===== config.mk =====
export PLATFORM = sky130hd
export DESIGN_NAME = phase_bank_ctrl
export DESIGN_NICKNAME = d
export VERILOG_FILES = /design/src/rtl/phase_bank_ctrl.sv
export SDC_FILE = /design/constraint.sdc
export NUM_CORES = 1
export LEC_CHECK = 0
export BUFFER_PORTS_ARGS = -buffer_cell sky130_fd_sc_hd__buf_2
export CAP_MARGIN = 20
export CELL_PAD_IN_SITES_DETAIL_PLACEMENT = 1
export CELL_PAD_IN_SITES_GLOBAL_PLACEMENT = 1
export CORE_UTILIZATION = 40
export CTS_CLUSTER_SIZE = 14
export DETAILED_ROUTE_END_ITERATION = 6
export PLACE_DENSITY_LB_ADDON = 0.1
export SYNTH_ARGS = -nofsm -noshare
export SYNTH_HDL_FRONTEND = slang
export SYNTH_SLANG_ARGS = --single-unit

===== constraint.sdc =====
create_clock -name clk -period 1.9 [get_ports clk]
set_input_delay 0.19 -clock clk [delete_from_list [all_inputs] [get_ports clk]]
set_output_delay 0.19 -clock clk [all_outputs]
set_load 0.05 [all_outputs]

===== src/rtl/phase_bank_ctrl.sv =====
// -----------------------------------------------------------------------------
// phase_bank_ctrl
//
// Purpose:
//   Sequences a bank of N_CHANNELS transducer clock generators. A host command
//   port loads per-channel phase offsets and a shared half-period divide into
//   shadow registers. A commit copies every shadow to the active buses in a
//   single edge and holds the bank's active-low reset for HOLD_CYCLES cycles,
//   so every generator reloads its phase on the same edge. The block also owns
//   the bank-wide output enable.
//
// Ports:
//   clk        system clock (50 MHz)
//   rst        asynchronous active-low reset
//   cmd_valid  command present
//   cmd_ready  controller can accept a command (IDLE only)
//   cmd_op     00 write offset, 01 write divide, 10 commit, 11 set output enable
//   cmd_ch     channel index (op 00 only)
//   cmd_data   payload: full offset (00), low OFFSET_WIDTH-1 bits (01), bit 0 (11)
//   offsets    active offsets, channel k at [k*OFFSET_WIDTH +: OFFSET_WIDTH]
//   divide     active shared divide
//   bank_rst   active-low reset to all generators
//   bank_oe    output enable to all generators
//   busy       commit (or post-reset hold) in progress
//   err        sticky command-rejected flag, cleared only by rst
//
// Build option:
//   PHASE_RANGE_CHECK_EN  when defined, offset writes whose count exceeds the
//   shadow divide, and divide writes that would leave a shadow offset past its
//   wrap point, are rejected and set err.
// -----------------------------------------------------------------------------
module phase_bank_ctrl #(
    parameter int N_CHANNELS     = 8,
    parameter int CH_WIDTH       = 3,
    parameter int OFFSET_WIDTH   = 11,
    parameter int DIVIDE_DEFAULT = 624,
    parameter int HOLD_CYCLES    = 4
) (
    input  logic                               clk,
    input  logic                               rst,
    input  logic                               cmd_valid,
    output logic                               cmd_ready,
    input  logic [1:0]                         cmd_op,
    input  logic [CH_WIDTH-1:0]                cmd_ch,
    input  logic [OFFSET_WIDTH-1:0]            cmd_data,
    output logic [N_CHANNELS*OFFSET_WIDTH-1:0] offsets,
    output logic [OFFSET_WIDTH-2:0]            divide,
    output logic                               bank_rst,
    output logic                               bank_oe,
    output logic                               busy,
    output logic                               err
);

    localparam int DW = OFFSET_WIDTH - 1;
    localparam int HW = (HOLD_CYCLES > 1) ? $clog2(HOLD_CYCLES) : 1;
    localparam logic [HW-1:0] HOLD_LAST = HW'(HOLD_CYCLES - 1);
    localparam logic [DW-1:0] DIV_RST   = DW'(DIVIDE_DEFAULT);

    localparam logic [1:0] OP_WR_OFFSET = 2'b00;
    localparam logic [1:0] OP_WR_DIVIDE = 2'b01;
    localparam logic [1:0] OP_COMMIT    = 2'b10;
    localparam logic [1:0] OP_SET_OE    = 2'b11;

    typedef enum logic [1:0] {
        ST_IDLE    = 2'b00,
        ST_HOLD    = 2'b01,
        ST_RELEASE = 2'b10
    } state_t;

    state_t                         state_q, state_d;
    logic [HW-1:0]                  hold_cnt_q, hold_cnt_d;
    logic [OFFSET_WIDTH-1:0]        shadow_q [N_CHANNELS];
    logic [OFFSET_WIDTH-1:0]        shadow_d [N_CHANNELS];
    logic [DW-1:0]                  shadow_div_q, shadow_div_d;
    logic [N_CHANNELS*OFFSET_WIDTH-1:0] offsets_q, offsets_d;
    logic [DW-1:0]                  divide_q, divide_d;
    logic                           bank_rst_q, bank_rst_d;
    logic                           bank_oe_q, bank_oe_d;
    logic                           busy_q, busy_d;
    logic                           ready_q, ready_d;
    logic                           err_q, err_d;

    // Command decode
    logic                  xfer;
    logic                  is_wr_off, is_wr_div, is_commit, is_set_oe;
    logic [N_CHANNELS-1:0] ch_hit;
    logic                  ch_ok;
    logic [DW-1:0]         new_div;
    logic                  div_zero;
    logic                  off_range_bad, div_range_bad;
    logic                  off_ok, div_ok;

    assign xfer      = cmd_valid && ready_q;
    assign is_wr_off = xfer && (cmd_op == OP_WR_OFFSET);
    assign is_wr_div = xfer && (cmd_op == OP_WR_DIVIDE);
    assign is_commit = xfer && (cmd_op == OP_COMMIT);
    assign is_set_oe = xfer && (cmd_op == OP_SET_OE);
    assign new_div   = cmd_data[DW-1:0];
    assign div_zero  = (new_div == '0);

    genvar gi;

    // One-hot channel match; an index with no match is out of range.
    generate
        for (gi = 0; gi < N_CHANNELS; gi++) begin : g_ch_hit
            assign ch_hit[gi] = (cmd_ch == CH_WIDTH'(gi));
        end
    endgenerate
    assign ch_ok = |ch_hit;

`ifdef PHASE_RANGE_CHECK_EN
    // A generator must never be loaded with a count beyond its wrap point.
    logic [N_CHANNELS-1:0] over_new_div;
    generate
        for (gi = 0; gi < N_CHANNELS; gi++) begin : g_over_div
            assign over_new_div[gi] = (shadow_q[gi][DW-1:0] > new_div);
        end
    endgenerate
    assign off_range_bad = (cmd_data[DW-1:0] > shadow_div_q);
    assign div_range_bad = |over_new_div;
`else
    assign off_range_bad = 1'b0;
    assign div_range_bad = 1'b0;
`endif

    assign off_ok = ch_ok && !off_range_bad;
    assign div_ok = !div_zero && !div_range_bad;

    // ---------------------------------------------------------------- FSM --
    always_ff @(posedge clk or negedge rst) begin
        if (!rst) begin
            state_q    <= ST_HOLD;
            hold_cnt_q <= '0;
        end else begin
            state_q    <= state_d;
            hold_cnt_q <= hold_cnt_d;
        end
    end

    always_comb begin
        state_d    = state_q;
        hold_cnt_d = hold_cnt_q;
        unique case (state_q)
            ST_IDLE: begin
                if (is_commit) begin
                    state_d    = ST_HOLD;
                    hold_cnt_d = '0;
                end
            end
            ST_HOLD: begin
                if (hold_cnt_q == HOLD_LAST) begin
                    state_d = ST_RELEASE;
                end else begin
                    hold_cnt_d = hold_cnt_q + 1'b1;
                end
            end
            ST_RELEASE: begin
                state_d = ST_IDLE;
            end
            default: begin
                state_d    = ST_HOLD;
                hold_cnt_d = '0;
            end
        endcase
    end

    // Status outputs are registered copies of the next state so they change
    // on the same edge as the state itself.
    always_comb begin
        bank_rst_d = (state_d != ST_HOLD);
        busy_d     = (state_d != ST_IDLE);
        ready_d    = (state_d == ST_IDLE);
    end

    // ----------------------------------------------------------- datapath --
    always_comb begin
        for (int k = 0; k < N_CHANNELS; k++) begin
            shadow_d[k] = shadow_q[k];
        end
        shadow_div_d = shadow_div_q;
        offsets_d    = offsets_q;
        divide_d     = divide_q;
        bank_oe_d    = bank_oe_q;
        err_d        = err_q;

        if (is_wr_off) begin
            for (int k = 0; k < N_CHANNELS; k++) begin
                if (off_ok && ch_hit[k]) begin
                    shadow_d[k] = cmd_data;
                end
            end
            if (!off_ok) begin
                err_d = 1'b1;
            end
        end

        if (is_wr_div) begin
            if (div_ok) begin
                shadow_div_d = new_div;
            end else begin
                err_d = 1'b1;
            end
        end

        // Every shadow lands on the active buses in the same edge.
        if (is_commit) begin
            for (int k = 0; k < N_CHANNELS; k++) begin
                offsets_d[k*OFFSET_WIDTH +: OFFSET_WIDTH] = shadow_q[k];
            end
            divide_d = shadow_div_q;
        end

        if (is_set_oe) begin
            bank_oe_d = cmd_data[0];
        end
    end

    always_ff @(posedge clk or negedge rst) begin
        if (!rst) begin
            for (int k = 0; k < N_CHANNELS; k++) begin
                shadow_q[k] <= '0;
            end
            shadow_div_q <= DIV_RST;
            offsets_q    <= '0;
            divide_q     <= DIV_RST;
            bank_rst_q   <= 1'b0;
            bank_oe_q    <= 1'b0;
            busy_q       <= 1'b1;
            ready_q      <= 1'b0;
            err_q        <= 1'b0;
        end else begin
            for (int k = 0; k < N_CHANNELS; k++) begin
                shadow_q[k] <= shadow_d[k];
            end
            shadow_div_q <= shadow_div_d;
            offsets_q    <= offsets_d;
            divide_q     <= divide_d;
            bank_rst_q   <= bank_rst_d;
            bank_oe_q    <= bank_oe_d;
            busy_q       <= busy_d;
            ready_q      <= ready_d;
            err_q        <= err_d;
        end
    end

    assign cmd_ready = ready_q;
    assign offsets   = offsets_q;
    assign divide    = divide_q;
    assign bank_rst  = bank_rst_q;
    assign bank_oe   = bank_oe_q;
    assign busy      = busy_q;
    assign err       = err_q;

endmodule


==> out/qor.csv <==
stage,metric,value,unit
hold_path,Hold Crit Start,cmd_op[0],
pwr,internal power,10400,uW
sta,max frequency,0.619,GHz
worst_setup_path,Worst Path Arrival,1.99,ns
placement,placed instance area,8880,um2
synth,post-synthesis sequential area ratio,66.3,%
final_layout,filler instances,1855,
cts,H-tree depth,1,
synth,syn_nets,485,
sta,Worst Tran Pin Value,0.504,ns
synth,area share of xor/xnor cells in the synthesized design,0.113,%
synth,Synth Instances,465,
drt,average wire per cell in the routed design,20.7,um
floorplan,Die Y,141,um
sta,Final Cycle Share,85.0,%
pwr,Pleak,0.00494,uW
final_layout,design area,9580,um2
drt,TritonRoute pass-1 iters,4,
final_layout,register area,5140,um2
sta,total negative slack,0,ns
synth,simple-gate share of the synthesized area,2.19,%
placement,pre-CTS setup slack,0.141,ns
synth,area of the mapped netlist,7750,um2
synth,Synth Area in Compound Gates,1.53,%
sta,Period minus WS final,1.62,ns
grt,Overflow after GRT,0,
drt,DRT Wirelength,18.3,mm
pwr,P_sw,7000,uW
cts,CTS sink cnt,205,
grt,GRT Util Overall,19.5,%
pwr,Clock power frac,23.1,%
cts,clock buffer depth,3,
cts,clock tree from TritonCTS,done,
floorplan,IO Pins,122,
worst_setup_path,critical path data required time,2.27,ns
outcome,outcome,"complete, no violations",
synth,Adder-Cell Fraction of Synth Area,0.161,%
synth,"Warnings, synthesis",0,
worst_setup_path,worst flop-to-flop path startpoint,cmd_ready,
worst_setup_path,Worst Setup Start Kind,register,
synth,mux contribution to synthesized area,27.9,%
floorplan,initial core utilization,41.2,%
sta,Fin. Hold Viols,0,
hold_path,Worst Hold Class,in -> reg,
pwr,VDD IR-drop max,718,uV
drt,initial drt markers,160,
sta,relative slew slack,66.4,%
worst_setup_path,Worst Setup Path Type,reg -> reg,
synth,Syn Area/Cell,16.7,um2
drt,Routed Antenna Nets,0,
final_layout,multi-input logic area,2490,um2
worst_setup_path,Critical path origin,cmd_ready,
synth,Synth Register Bits,205,
final_layout,nets,628,
floorplan,# rows,50,
floorplan,CORE AREA,18800,um2
pwr,Reg power frac,39.6,%
sta,Max Clock Skew,0.0106,ns
grt,vias in the first global route,4897,
placement,HPWL Detailed,12.0,mm
worst_setup_path,worst-path fanout max,11,
flow_run,MaxCap Viol Count,0,
cts,CTS buffer count,22,
drt,via count,4370,
sta,fin. max-slew vios,0,
grt,first-pass GRT wire length,29.2,mm
placement,Final Wtd Congestion,0.731,
sta,final number of setup-violating endpoints,0,
final_layout,Area growth syn-to-layout,23.6,%
final_layout,layout cell share with drive strength beyond 1,62.8,%
cts,Worst-Skew Late Latency,0.49,ns
placement,placed cells,843,
pwr,Cell Pwr Density,1810,nW/um2
pwr,Net Sw Frac,40.3,%
worst_setup_path,Setup crit end kind,register,
pwr,combinational share of power,37.4,%
drt,drc violations,0,
floorplan,die width,141,um
cts,Root Buffer,clkbuf_16,
final_layout,Post-Layout Cell Count,888,
pwr,Pwr Total,17400,uW
synth,Yosys cell types,32,
synth,main combinational cell family by area after synthesis,multiplexers,
floorplan,die area,19900,um2
cts,clock transition at the registers of the reported paths,0.06,ns
sta,unrepaired setup endpoints after global routing,false,
grt,largest net degree at the start of global routing,58,
drt,Via density,4.92,
grt,initial antenna violation count,5,
placement,I/O Buffers,121,
sta,PnR worst setup slack,0.285,ns
## path summary, 6_finish.rpt
kind / to / slack [ns] / cells after the start
min reg2reg: err / 0.50 / 1
max in group asynchronous: busy / 0.89 / 3
min in group asynchronous: offsets[71] / 0.24 / 2
max reg2reg: shadow_q[51] / 0.28 / 4
max: shadow_q[51] / 0.28 / 4
min: bank_oe / 0.07 / 3
## metal layers
metal	up-vias	wire length, um	GRT usage, %	part of all wire [%]
met2	102	8930	31.7	49
met4	2	201	4.18	1.1
met1	2304	8210	26.4	45
li1	1944	-	-	-
met5	-	10	0	0.055
met3	18	998	5.10	5.4
## cells in the final DEF, fill, tap and decap left out, types with 2 or more instances in the layout
cell type / instances
a22o_1: 8
buf_12: 7
buf_2: 120
buf_4: 21
clkbuf_1: 10
clkbuf_16: 23
clkbuf_8: 5
clkinv_2: 3
dfrtp_1: 194
dfstp_2: 10
diode_2: 4
mux2_2: 188
mux2_4: 3
nand4_1: 2
nand4b_1: 3
nor2_1: 2
nor3_1: 2
nor4b_2: 2
or2_2: 2
or4_4: 2
## sequential cells by signal, indices dropped and copies added, names as in the netlist, 2 cells and up
register,flops
shadow_div_q,10
offsets,88
divide,10
shadow_q,88
state_q,2
hold_cnt_q,2
## kinds of logic (layout without fill, tap and decap cells)
kind of cell,count (synthesis),after routing
simple gates,23,23
flops,205,205
buf+inv,32,191
mux,191,191
fa+ha+maj,1,1
compound gates,12,12
other cells,0,4
xor+xnor,1,1
## Yosys cell counts
master     instances  share of area, %
buf_6              1              0.15
nor4b_1            2              0.23
and4bb_2           1              0.16
o31ai_4            1              0.27
and4b_1            1              0.13
nand4_1            2              0.16
nand4bb_1          1              0.15
mux2_4             3              0.58
a22o_1             8              0.90
nor3_1             2              0.13
nand2_1            1             0.048
nor2b_1            1             0.081
mux2_2           188                27
ha_1               1              0.16
or4_4              2              0.29
nor2_1             2             0.097
or2_2              2              0.16
a22o_2             1              0.13
clkbuf_1          21               1.0
xnor2_1            1              0.11
a21o_1             1             0.097
dfstp_2           10               3.4
buf_1              1             0.048
o21ba_2            1              0.13
nand4b_1           3              0.34
buf_2              7              0.45
clkbuf_2           1             0.064
nand3_1            1             0.064
inv_1              1             0.048
dfrtp_1          195                63
nor4_1             1             0.081
and2_1             1             0.081
## power groups by stage
stage	Combinational (uW)	Clock, uW	Sequential [uW]
floorplan	1640	0	10000
global placement	6420	0	6850
detailed placement	6530	0	6960
CTS	6570	4140	6890
global route	6820	4330	7090
finish	6490	4010	6870
## through the flow
step / hold slack [ns] / util (%)
6_report: 0.0737 / 50.9
5_1_grt: 0.0758 / 50.8
4_1_cts: 0.0575 / 50.8
3_5_place_dp: 0.190 / 47.1
3_3_place_gp: 0.186 / 47.1
2_1_floorplan: -0.106 / -
## layout make-up
cell class                 count  share of cell area (%)
sequential                   205                    53.7
antenna                        4                   0.104
timing repair buffer         150                    9.63
tap                          260                    3.40
clock inverter                 3                   0.157
inverter                       1                  0.0392
multi-input combinational    228                    26.0
clock buffer                  37                    6.97
## worst max-delay path: stages, from the launching register on
cell	delay, ns
dfrtp_2	0.39
nand4bb_1	0.23
nor3_1	0.27
buf_4	0.24
mux2_2	0.36
## what timing repair did
action,4_1_cts,5_1_grt
gates resized for setup,0,0
hold buffers,1,0
setup buffers,0,0
hold endpoints to repair,46,0
No activity file was read; power rests on OpenSTA's default activity.
